$ cat config.mk
export PLATFORM = sky130hd
export DESIGN_NAME = fifo_param
export DESIGN_NICKNAME = d
export VERILOG_FILES = /design/src/rtl/fifo_param.sv
export SDC_FILE = /design/constraint.sdc
export NUM_CORES = 1
export LEC_CHECK = 0
export CORE_ASPECT_RATIO = 0.75
export CORE_MARGIN = 2
export CORE_UTILIZATION = 50
export CTS_CLUSTER_DIAMETER = 40
export CTS_CLUSTER_SIZE = 20
export DETAILED_ROUTE_END_ITERATION = 10
export GPL_TIMING_DRIVEN = 0
export PLACE_DENSITY_LB_ADDON = 0.2
export SLEW_MARGIN = 30
export SYNTH_ARGS = -nofsm -noshare
export SYNTH_HDL_FRONTEND = slang
export SYNTH_SLANG_ARGS = --single-unit
$ cat constraint.sdc
create_clock -name clk -period 2.4 [get_ports clk]
set_clock_uncertainty 0.05 [all_clocks]
set_input_delay 0.48 -clock clk [delete_from_list [all_inputs] [get_ports clk]]
set_output_delay 0.48 -clock clk [all_outputs]
set_load 0.01 [all_outputs]
$ cat src/rtl/fifo_param.sv
// ---------------------------------------------------------------------------
// fifo_param
//   Parametrised single-clock synchronous FIFO with registered read data,
//   read-valid strobe, almost-full/almost-empty thresholds and sticky
//   overflow/underflow error flags. A write to a full FIFO is accepted when
//   a read is accepted in the same cycle.
//
// Parameters
//   DATA_WIDTH : entry width in bits
//   ADDR_WIDTH : pointer width; DEPTH = 2**ADDR_WIDTH entries
//   AF_LEVEL   : almost_full when fifo_counter >= AF_LEVEL  (1..DEPTH)
//   AE_LEVEL   : almost_empty when fifo_counter <= AE_LEVEL (0..DEPTH-1)
//
// Ports
//   clk          : clock, all state updates on rising edge
//   rst          : synchronous active-low reset
//   wr_en/buf_in : write request and data
//   rd_en        : read request
//   buf_out      : registered read data, holds value between reads
//   rd_valid     : one-cycle pulse when buf_out carries newly read data
//   buf_empty, buf_full, almost_empty, almost_full : decodes of fifo_counter
//   fifo_counter : occupancy 0..DEPTH
//   overflow     : sticky, a write was rejected
//   underflow    : sticky, a read was rejected
// ---------------------------------------------------------------------------
module fifo_param #(
    parameter int unsigned DATA_WIDTH = 8,
    parameter int unsigned ADDR_WIDTH = 3,
    parameter int unsigned AF_LEVEL   = 6,
    parameter int unsigned AE_LEVEL   = 2
) (
    input  logic                  clk,
    input  logic                  rst,
    input  logic                  wr_en,
    input  logic                  rd_en,
    input  logic [DATA_WIDTH-1:0] buf_in,
    output logic [DATA_WIDTH-1:0] buf_out,
    output logic                  rd_valid,
    output logic                  buf_empty,
    output logic                  buf_full,
    output logic                  almost_empty,
    output logic                  almost_full,
    output logic [ADDR_WIDTH:0]   fifo_counter,
    output logic                  overflow,
    output logic                  underflow
);

    localparam int unsigned DEPTH = 1 << ADDR_WIDTH;

    // Counter-width versions of the constants keep every compare width-matched.
    localparam logic [ADDR_WIDTH:0]   DEPTH_CNT = (ADDR_WIDTH+1)'(DEPTH);
    localparam logic [ADDR_WIDTH:0]   AF_CNT    = (ADDR_WIDTH+1)'(AF_LEVEL);
    localparam logic [ADDR_WIDTH:0]   AE_CNT    = (ADDR_WIDTH+1)'(AE_LEVEL);
    localparam logic [ADDR_WIDTH:0]   CNT_ONE   = (ADDR_WIDTH+1)'(1);
    localparam logic [ADDR_WIDTH-1:0] PTR_ONE   = ADDR_WIDTH'(1);

    logic [DATA_WIDTH-1:0] mem [DEPTH];

    logic [ADDR_WIDTH-1:0] wr_ptr_q, wr_ptr_d;
    logic [ADDR_WIDTH-1:0] rd_ptr_q, rd_ptr_d;
    logic [ADDR_WIDTH:0]   count_q, count_d;
    logic [DATA_WIDTH-1:0] buf_out_q, buf_out_d;
    logic                  rd_valid_q, rd_valid_d;
    logic                  overflow_q, overflow_d;
    logic                  underflow_q, underflow_d;

    logic rd_acc;
    logic wr_acc;

    // Status decodes of the registered occupancy.
    assign buf_empty    = (count_q == '0);
    assign buf_full     = (count_q == DEPTH_CNT);
    assign almost_empty = (count_q <= AE_CNT);
    assign almost_full  = (count_q >= AF_CNT);

    // A read frees a slot this cycle, so a full FIFO may still take a write.
    assign rd_acc = rd_en && !buf_empty;
    assign wr_acc = wr_en && (!buf_full || rd_acc);

    always_comb begin
        // NOTE: every _d gets its hold value first, so no path can infer a latch.
        wr_ptr_d    = wr_ptr_q;
        rd_ptr_d    = rd_ptr_q;
        count_d     = count_q;
        buf_out_d   = buf_out_q;
        rd_valid_d  = rd_acc;
        overflow_d  = overflow_q  || (wr_en && !wr_acc);
        underflow_d = underflow_q || (rd_en && !rd_acc);

        // Pointers wrap naturally at DEPTH because DEPTH is a power of two.
        if (wr_acc) begin
            wr_ptr_d = wr_ptr_q + PTR_ONE;
        end
        if (rd_acc) begin
            rd_ptr_d  = rd_ptr_q + PTR_ONE;
            buf_out_d = mem[rd_ptr_q];
        end

        unique case ({wr_acc, rd_acc})
            2'b10:   count_d = count_q + CNT_ONE;
            2'b01:   count_d = count_q - CNT_ONE;
            default: count_d = count_q;
        endcase
    end

    // NOTE: state registers use non-blocking assignments so all flops update
    // from the same pre-edge values.
    always_ff @(posedge clk) begin
        if (!rst) begin
            wr_ptr_q    <= '0;
            rd_ptr_q    <= '0;
            count_q     <= '0;
            buf_out_q   <= '0;
            rd_valid_q  <= 1'b0;
            overflow_q  <= 1'b0;
            underflow_q <= 1'b0;
        end else begin
            wr_ptr_q    <= wr_ptr_d;
            rd_ptr_q    <= rd_ptr_d;
            count_q     <= count_d;
            buf_out_q   <= buf_out_d;
            rd_valid_q  <= rd_valid_d;
            overflow_q  <= overflow_d;
            underflow_q <= underflow_d;
        end
    end

    // NOTE: the storage array has no reset; the pointers and counter define
    // which entries are valid, so its contents never matter after reset.
    always_ff @(posedge clk) begin
        if (rst && wr_acc) begin
            mem[wr_ptr_q] <= buf_in;
        end
    end

    assign buf_out      = buf_out_q;
    assign rd_valid     = rd_valid_q;
    assign fifo_counter = count_q;
    assign overflow     = overflow_q;
    assign underflow    = underflow_q;

endmodule

==> results of run 1 <==
## power by group through the flow
stage	clock, W	combinational, W	sequential [W]
2_1_floorplan	0	0.000586	0.00187
3_3_place_gp	0	0.00106	0.00183
3_5_place_dp	0	0.00107	0.00184
4_1_cts	0.000970	0.00108	0.00181
5_1_grt	0.00102	0.00118	0.00184
6_report	0.000947	0.00108	0.00182
## worst max-delay path by stage
stage,end,cells after the start
after floorplan,fifo_counter[3]$_SDFFE_PN0P_,9
after global routing,fifo_counter[3]$_SDFFE_PN0P_,8
final,fifo_counter[3]$_SDFFE_PN0P_,8
after CTS,fifo_counter[3]$_SDFFE_PN0P_,9
after detailed placement,fifo_counter[3]$_SDFFE_PN0P_,9
after global placement,mem[1][6]$_DFFE_PP_,3
## sequential cells by signal, summed over array words and instances, names as in the netlist
register	flops
mem	64
rd_ptr_q	3
buf_out	8
wr_ptr_q	3
fifo_counter	4
underflow	1
overflow	1
rd_valid	1
## synth_stat cells
cell type and instances:
o21ai_4 1, inv_1 5, dfxtp_1 21, ha_1 5
o21ai_0 11, buf_2 2, o22ai_1 8, nor2b_1 4
a21boi_0 1, nand2_1 7, and2_1 7, or3b_2 1
or3_2 1, nor3_1 4, a21o_2 1, nand3_1 1
nand2b_1 2, o41a_2 1, a21oi_1 3, edfxtp_1 64
o211ai_1 1, or4b_4 1, nor2_1 13, xnor2_1 3
nor4_1 3, mux4_2 16, a211oi_1 1, buf_6 1
a21o_1 1, clkbuf_1 6, xor2_1 2, mux2i_1 4
fa_1 1
## cell families after synthesis
family / after synthesis
compound gates: 29
simple gates: 44
fa+ha+maj: 6
xor+xnor: 5
buf+inv: 14
mux: 20
flops: 85
## routing by layer
layer  track usage  vias to the layer above  wire, µm
met5             0                        -         0
met2         0.292                       78      2900
met4        0.0685                        0        39
met3        0.0427                        4       648
li1              -                      877         -
met1         0.258                      922      2650
## metrics by stage
step | area (µm²) | hold WS [ps] | util | cells | setup TNS, ps
global placement | 3780 | 421 | 0.593 | 314 | -39700
global route | 4090 | 491 | 0.641 | 337 | -535
CTS | 4050 | 452 | 0.635 | 334 | -64.4
detailed placement | 3850 | 434 | 0.603 | 318 | -10980
floorplan | 3380 | 447 | - | 203 | -42.5
finish | 4090 | 448 | 0.641 | 337 | -100
## worst max-delay path, delay by kind of cell, from the launching register on
family	cells	cell delay (ps)
and+or+nand+nor	1	580
adders and majority gates	2	380
muxes	2	500
DFF	1	370
AOI/OAI and AO/OA	3	540
## layout make-up
class | count | area, µm²
well taps | 81 | 101
plain buffers | 7 | 28.8
repair buffers | 39 | 367
multi-input cells | 104 | 1030
fillers | 472 | 2290
clock inverters | 6 | 63.8
flip-flops and latches | 85 | 2350
clock buffers | 10 | 128
inverters | 5 | 18.8
## timing repair
| action | 4_1_cts | 5_1_grt |
|---|---|---|
| pin swaps | 1 | 3 |
| endpoints found under the setup margin | 12 | 11 |
| setup buffers | 1 | 4 |
| resized for setup | 3 | 6 |
==> results.sh, run 1 <==
export IMPL_status="finished, violations left"
export IMPL_failed_checks="negative setup slack"
export IMPL_power_switching_w=0.00107
export IMPL_leakagePower_nw=1.37
export IMPL_intPower_w=0.00278
export IMPL_synth_compound_area_frac=0.0560
export IMPL_crit_slowest_cell="or4b_4"
export IMPL_synth_nets=221
export IMPL_rr_startpoint="fifo_counter[0]$_SDFFE_PN0P_"
export IMPL_required_ps=2600
export IMPL_seq_power_share=0.473
export IMPL_hp_start="overflow$_SDFF_PN0_"
export IMPL_crit_type="flip-flop to flip-flop"
export IMPL_crit_fanout=6
export IMPL_p_per_area_nw_per_um2=941
export IMPL_pwr_share_comb=0.280
export IMPL_synth_area_top_cells="edfxtp_1, dfxtp_1, mux4_2"
export IMPL_drc_errors=0
export IMPL_detail_route_iter0_violations=149
export IMPL_design_power_total_w=0.00385
export IMPL_cts_tree="built"
export IMPL_fp_row_count=25
export IMPL_synth_xor_area_frac=0.0131
export IMPL_diodes=0
export IMPL_period_minus_slack_ps=2500
export IMPL_avgRoutedWirePerCell_um=18.5
export IMPL_max_clock_freq_mhz=400
export IMPL_num_io_pins=31
export IMPL_switching_share=0.277
export IMPL_drv_slew=0
export IMPL_grtUsageTotal=0.185
export IMPL_ys_seq_area_frac=0.699
export IMPL_start_util=0.525
export IMPL_slew_headroom=0.426
export IMPL_timing_final_crit_share=1.04
export IMPL_clk_path_buf_depth=2
export IMPL_hold_path_end="overflow$_SDFF_PN0_"
export IMPL_hpwl_um=4240
export IMPL_syn_area_per_cell_um2=16.5
export IMPL_die_area_um2=7380
export IMPL_max_stage_delay_ps=580
export IMPL_clk_latency_ps=340
export IMPL_path_cells="or4b_4, o21ai_4, ha_4, ha_4, a21o_2, a21oi_2, mux2i_1, mux2i_1"
export IMPL_yosys_area_share_simple=0.0687
export IMPL_r2r_cells=8
export IMPL_cap_violations=0
export IMPL_fin_ws_ps=-100
export IMPL_core_um2=6380
export IMPL_cp_startpoint="fifo_counter[0]$_SDFFE_PN0P_"
export IMPL_grt_max_degree=16
export IMPL_worstSetupStartpointType="flip-flop"
export IMPL_tightest_slew_ps=856
export IMPL_numCtsBuffers=9
export IMPL_hold_buffers=0
export IMPL_synth_top_family_by_area="multiplexers"
export IMPL_die_w_um=98.5
export IMPL_holdPathStages=2
export IMPL_detail_route_antenna_nets=0
export IMPL_num_nets_final=269
export IMPL_grt_pass1_vias=1807
export IMPL_clock_sinks=85
export IMPL_clkPwrFrac=0.246
export IMPL_routabilityCongestion=0.749
export IMPL_ir_worst_vdd_mv=0.457
export IMPL_numPortBuffers=30
export IMPL_detail_route_first_pass_iterations=4
export IMPL_antenna_found_initial=0
export IMPL_hold_violations=0
export IMPL_hold_class="flip-flop to flip-flop"
export IMPL_worst_r2r_setup_slack_ps=-100
export IMPL_rsz0062_at_grt="true"
export IMPL_htree_levels=3
export IMPL_viasPerCell=5.58
export IMPL_vias=1881
export IMPL_netlist_area_leader_share=0.574
export IMPL_synth_mux_area_frac=0.120
export IMPL_synth_cell_types=33
export IMPL_cp_end_kind="flip-flop"
export IMPL_syn_inst=203
export IMPL_wl_um=6240
export IMPL_fp_dieH_um=74.9
export IMPL_setup_violations_final=1
export IMPL_clock_tree_root_cell="clkbuf_8"
export IMPL_synth_top_area_cell="edfxtp_1"
export IMPL_ys_warn_count=0
export IMPL_r2r_end="fifo_counter[3]$_SDFFE_PN0P_"
export IMPL_clkTransAtPathRegs_ps=80
export IMPL_final_cell_mix="edfxtp_1, clkdlybuf4s50_1, dfxtp_1, mux4_2, nor2_1"
export IMPL_grt_overflow_total=0
export IMPL_grt_pass1_wl_um=9760
export IMPL_synth_adder_area_share=0.0247
export IMPL_critPathArrivalTime_ps=2700
export IMPL_layout_drive_gt1_share=0.246
export IMPL_synth_seq_cells=85
export IMPL_dp_slack_ps=-876
export IMPL_syn_area_um2=3350
export IMPL_final_common_cell="edfxtp_1"
export IMPL_area_growth_pct=22.1
Power figures use the tool's default switching activity.
==> run 2, diff against run 1 <==
--- a/config.mk
+++ b/config.mk
@@ -5,7 +5,7 @@
 export SDC_FILE = /design/constraint.sdc
 export NUM_CORES = 1
 export LEC_CHECK = 0
-export CORE_ASPECT_RATIO = 0.75
+export CORE_ASPECT_RATIO = 1.2
 export CORE_MARGIN = 2
 export CORE_UTILIZATION = 50
 export CTS_CLUSTER_DIAMETER = 40
==> results.sh, run 2 (same netlist as run 1, synthesis figures left out) <==
export IMPL_routabilityCongestion=0.769
export IMPL_p_per_area_nw_per_um2=932
export IMPL_max_stage_delay_ps=570
export IMPL_leakagePower_nw=1.36
export IMPL_fp_row_count=32
export IMPL_critPathArrivalTime_ps=2640
export IMPL_max_clock_freq_mhz=415
export IMPL_cp_end_kind="flip-flop"
export IMPL_detail_route_iter0_violations=112
export IMPL_viasPerCell=5.43
export IMPL_numCtsBuffers=9
export IMPL_rsz0062_at_grt="true"
export IMPL_period_minus_slack_ps=2410
export IMPL_num_nets_final=271
export IMPL_regMostFlops="mem"
export IMPL_tightest_slew_ps=949
export IMPL_timing_hold_ws_ps=447
export IMPL_stdcell_count=343
export IMPL_start_util=0.520
export IMPL_antenna_found_initial=0
export IMPL_diodes=0
export IMPL_cts_tree="built"
export IMPL_numPortBuffers=30
export IMPL_grt_pass1_wl_um=9990
export IMPL_grt_pass1_vias=1821
export IMPL_crit_fanout=7
export IMPL_grt_overflow_total=0
export IMPL_status="finished, violations left"
export IMPL_cap_violations=0
export IMPL_vias=1863
export IMPL_area_growth_pct=21.8
export IMPL_clock_sinks=85
export IMPL_clkTransAtPathRegs_ps=90
export IMPL_die_w_um=78.7
export IMPL_hpwl_um=4190
export IMPL_top_usage_layer="met2"
export IMPL_crit_slowest_cell="or4b_4"
export IMPL_drv_slew=0
export IMPL_grtUsageTotal=0.189
export IMPL_fin_ws_ps=-8.30
export IMPL_fp_dieH_um=93.7
export IMPL_wl_um=6290
export IMPL_required_ps=2630
export IMPL_gr_usage_met2=0.311
export IMPL_core_um2=6450
export IMPL_dpl_cell_count=323
export IMPL_failed_checks="negative setup slack"
export IMPL_ir_worst_vdd_mv=0.596
export IMPL_final_cell_mix="edfxtp_1, clkdlybuf4s50_1, dfxtp_1, mux4_2, nor2_1"
export IMPL_hold_violations=0
export IMPL_hold_class="flip-flop to flip-flop"
export IMPL_timing_critical_path_buf_inv=0
export IMPL_clk_path_buf_depth=2
export IMPL_placed_cell_area_um2=3860
export IMPL_final_common_cell="edfxtp_1"
export IMPL_slew_headroom=0.365
export IMPL_htree_levels=3
export IMPL_detail_route_antenna_nets=0
export IMPL_clk_latency_ps=340
export IMPL_clock_tree_root_cell="clkbuf_8"
export IMPL_largest_register_ffs=64
export IMPL_crit_top_cell="ha_4"
export IMPL_setup_violations_final=1
export IMPL_path_cells="or4b_4, o21ai_4, ha_4, ha_4, a21o_2, a21oi_2, mux2i_2, mux2i_1"
export IMPL_detail_route_first_pass_iterations=4
export IMPL_die_area_um2=7370
export IMPL_num_io_pins=31
export IMPL_cpLargestDelayFamily="simple AND/OR/NAND/NOR gates"
export IMPL_use_met3=0.0404
export IMPL_fin_area_um2=4080
export IMPL_use_met1=0.253
export IMPL_avgRoutedWirePerCell_um=18.3
export IMPL_crit_type="flip-flop to flip-flop"
export IMPL_drc_errors=0
export IMPL_worstSetupStartpointType="flip-flop"
export IMPL_timing_final_crit_share=1.00
export IMPL_hold_buffers=0
export IMPL_grt_max_degree=16
export IMPL_layout_drive_gt1_share=0.248
==> run 2: worst paths after layout <==
kind / startpoint / end / slack, ps / cells past startpoint
hold / removal: overflow$_SDFF_PN0_ / overflow$_SDFF_PN0_ / 450 / 2
setup reg to reg: fifo_counter[0]$_SDFFE_PN0P_ / fifo_counter[3]$_SDFFE_PN0P_ / -8 / 8
setup / recovery: fifo_counter[0]$_SDFFE_PN0P_ / fifo_counter[3]$_SDFFE_PN0P_ / -8 / 8
hold reg to reg: overflow$_SDFF_PN0_ / overflow$_SDFF_PN0_ / 450 / 2
==> run 2: power by group <==
| group | switching (W) | internal (W) |
|---|---|---|
| clock network | 0.000515 | 0.000378 |
| registers | 0.000102 | 0.00172 |
| logic | 0.000489 | 0.000597 |
| total | 0.00111 | 0.00269 |
==> run 2: through the flow <==
stage	total power, W	util	setup TNS [ps]	setup WS [ps]
after detailed placement	0.00291	0.598	-9590	-822
after global routing	0.00402	0.633	-110	-110
after floorplan	0.00246	-	-42.5	-42.5
after CTS	0.00379	0.627	-1.55	-1.55
after global placement	0.00288	0.588	-39900	-935
final	0.00380	0.633	-8.30	-8.30
==> run 2: layout make-up <==
class	count	area (µm²)
Buffer	7	28.8
Clock buffer	9	124
Clock inverter	7	50.0
Fill cell	477	2370
Inverter	5	18.8
Multi-Input combinational cell	104	1020
Sequential cell	85	2350
Tap cell	85	106
Timing Repair Buffer	41	379
==> run 2: what timing repair did <==
item,4_1_cts,5_1_grt
buffers inserted,1,5
setup endpoints to repair,4,2
resized for setup,2,3
pin swaps,1,3
==> run 2: per-layer routing <==
metal	part of all wire	vias up
met5	0	-
met4	0.0057	0
met3	0.036	4
met2	0.52	44
met1	0.44	930
li1	-	885
==> run 2: tightest hold or removal path: stages, from the launching register on <==
cell     delay, ps
dfxtp_1        330
a21oi_1         40
nor2b_1         90
==> run 3, diff against run 2 <==
--- a/config.mk
+++ b/config.mk
@@ -11,7 +11,7 @@
 export CTS_CLUSTER_DIAMETER = 40
 export CTS_CLUSTER_SIZE = 20
 export DETAILED_ROUTE_END_ITERATION = 10
-export GPL_TIMING_DRIVEN = 0
+export HOLD_SLACK_MARGIN = 0.15
 export PLACE_DENSITY_LB_ADDON = 0.2
 export SLEW_MARGIN = 30
 export SYNTH_ARGS = -nofsm -noshare
==> results.sh, run 3 (same netlist as run 1, synthesis figures left out) <==
export IMPL_slew_headroom=0.435
export IMPL_numPortBuffers=30
export IMPL_rsz0062_at_grt="true"
export IMPL_setup_violations_final=0
export IMPL_max_clock_freq_mhz=434
export IMPL_hold_buffers=0
export IMPL_clkPwrFrac=0.276
export IMPL_htree_levels=3
export IMPL_clock_sinks=85
export IMPL_drc_errors=0
export IMPL_detail_route_iter0_violations=133
export IMPL_diodes=0
export IMPL_core_um2=6450
export IMPL_design_power_total_w=0.00399
export IMPL_gr_usage_met2=0.319
export IMPL_hpwl_um=3930
export IMPL_tightest_slew_ps=844
export IMPL_detail_route_antenna_nets=0
export IMPL_seq_power_share=0.448
export IMPL_num_io_pins=31
export IMPL_routabilityCongestion=0.733
export IMPL_switching_share=0.274
export IMPL_fp_dieH_um=93.7
export IMPL_top_usage_layer="met2"
export IMPL_ir_worst_vdd_mv=0.571
export IMPL_clk_latency_ps=350
export IMPL_fin_area_um2=4110
export IMPL_timing_hold_ws_ps=442
export IMPL_clk_path_buf_depth=2
export IMPL_power_switching_w=0.00109
export IMPL_grtUsageTotal=0.190
export IMPL_fp_row_count=32
export IMPL_avgRoutedWirePerCell_um=18.2
export IMPL_vias=1860
export IMPL_crit_type="flip-flop to flip-flop"
export IMPL_num_nets_final=271
export IMPL_crit_fanout=4
export IMPL_viasPerCell=5.42
export IMPL_drv_slew=0
export IMPL_pwr_share_comb=0.276
export IMPL_required_ps=2630
export IMPL_clock_tree_root_cell="clkbuf_8"
export IMPL_die_area_um2=7370
export IMPL_regMostFlops="mem"
export IMPL_die_w_um=78.7
export IMPL_cp_end_kind="flip-flop"
export IMPL_placed_cell_area_um2=3880
export IMPL_use_met1=0.238
export IMPL_clkTransAtPathRegs_ps=80
export IMPL_final_common_cell="edfxtp_1"
export IMPL_hold_violations=0
export IMPL_cap_violations=0
export IMPL_leakagePower_nw=1.41
export IMPL_largest_register_ffs=64
export IMPL_grt_overflow_total=0
export IMPL_timing_final_crit_share=0.961
export IMPL_critPathArrivalTime_ps=2530
export IMPL_grt_pass1_wl_um=9940
export IMPL_grt_pass1_vias=1922
export IMPL_antenna_found_initial=0
export IMPL_wl_um=6250
export IMPL_detail_route_first_pass_iterations=4
export IMPL_final_cell_mix="edfxtp_1, clkdlybuf4s50_1, buf_4, dfxtp_1, mux4_2"
export IMPL_worstSetupStartpointType="flip-flop"
export IMPL_cts_tree="built"
export IMPL_hold_class="flip-flop to flip-flop"
export IMPL_numCtsBuffers=9
export IMPL_use_met3=0.0404
export IMPL_stdcell_count=343
export IMPL_layout_drive_gt1_share=0.248
export IMPL_intPower_w=0.00289
export IMPL_grt_max_degree=26
export IMPL_start_util=0.520
export IMPL_dpl_cell_count=326
export IMPL_area_growth_pct=22.6
export IMPL_period_minus_slack_ps=2310
export IMPL_status="finished clean"
export IMPL_p_per_area_nw_per_um2=971
run 3: changes by cell type in the layout (fill, tap and decap cells not counted), moves of 2 or more:
cell	delta
buf_2	-3
buf_4	+8
bufinv_16	+2
clkbuf_1	-5
clkinv_1	-2
clkinv_2	+2
clkinv_4	-2
dfxtp_2	+2
dfxtp_4	-2
nor3_1	+4
nor3_2	-4
run 3: path summary, 6_finish.rpt:
| kind | from | slack, ps | endpoint | cells after the start |
|---|---|---|---|---|
| worst min register to register | overflow$_SDFF_PN0_ | 440 | overflow$_SDFF_PN0_ | 2 |
| worst max-delay path | fifo_counter[2]$_SDFFE_PN0P_ | 90 | fifo_counter[3]$_SDFFE_PN0P_ | 8 |
| worst max register to register | fifo_counter[2]$_SDFFE_PN0P_ | 90 | fifo_counter[3]$_SDFFE_PN0P_ | 8 |
| worst min-delay path | overflow$_SDFF_PN0_ | 440 | overflow$_SDFF_PN0_ | 2 |
run 3: repair_timing:
item	4_1_cts	5_1_grt
setup endpoints to repair	1	1
buffers inserted	0	1
gates resized for setup	1	0
pin swaps	0	1
run 3: final cells by class:
type                            instances  area [µm²]
Timing Repair Buffer                   48         434
Inverter                                5        18.8
Tap cell                               85         106
Clock buffer                            9         124
Fill cell                             465        2340
Sequential cell                        85        2350
Multi-Input combinational cell        104         980
Clock inverter                          7        96.3
run 3: power by group through the flow:
| stage | sequential (W) | combinational (W) | clock (W) |
|---|---|---|---|
| 2_1_floorplan | 0.00187 | 0.000586 | 0 |
| 3_3_place_gp | 0.00181 | 0.00109 | 0 |
| 3_5_place_dp | 0.00182 | 0.00111 | 0 |
| 4_1_cts | 0.00179 | 0.00111 | 0.00113 |
| 5_1_grt | 0.00180 | 0.00121 | 0.00119 |
| 6_report | 0.00179 | 0.00110 | 0.00110 |
run 3: stage by stage:
step	setup TNS [ps]	utilization	setup WS, ps
floorplan	-42.5	-	-42.5
global placement	-1060	0.602	-89.0
detailed placement	-1520	0.602	-146
CTS	0	0.636	49.6
global route	-7.57	0.637	-7.57
finish	0	0.637	94.4
run 3: critical path: stages (launching register included):
cell and delay [ps]:
dfxtp_2 330, or4b_4 580, o21ai_4 180, ha_4 180
ha_4 190, a21o_2 190, a21oi_2 130, mux2i_1 220
mux2i_1 190
run 3: per-layer routing:
layer | up-vias | routed length (µm)
met2 | 36 | 3200
met5 | - | 0
met4 | 0 | 106
met3 | 10 | 192
li1 | 883 | -
met1 | 931 | 2750
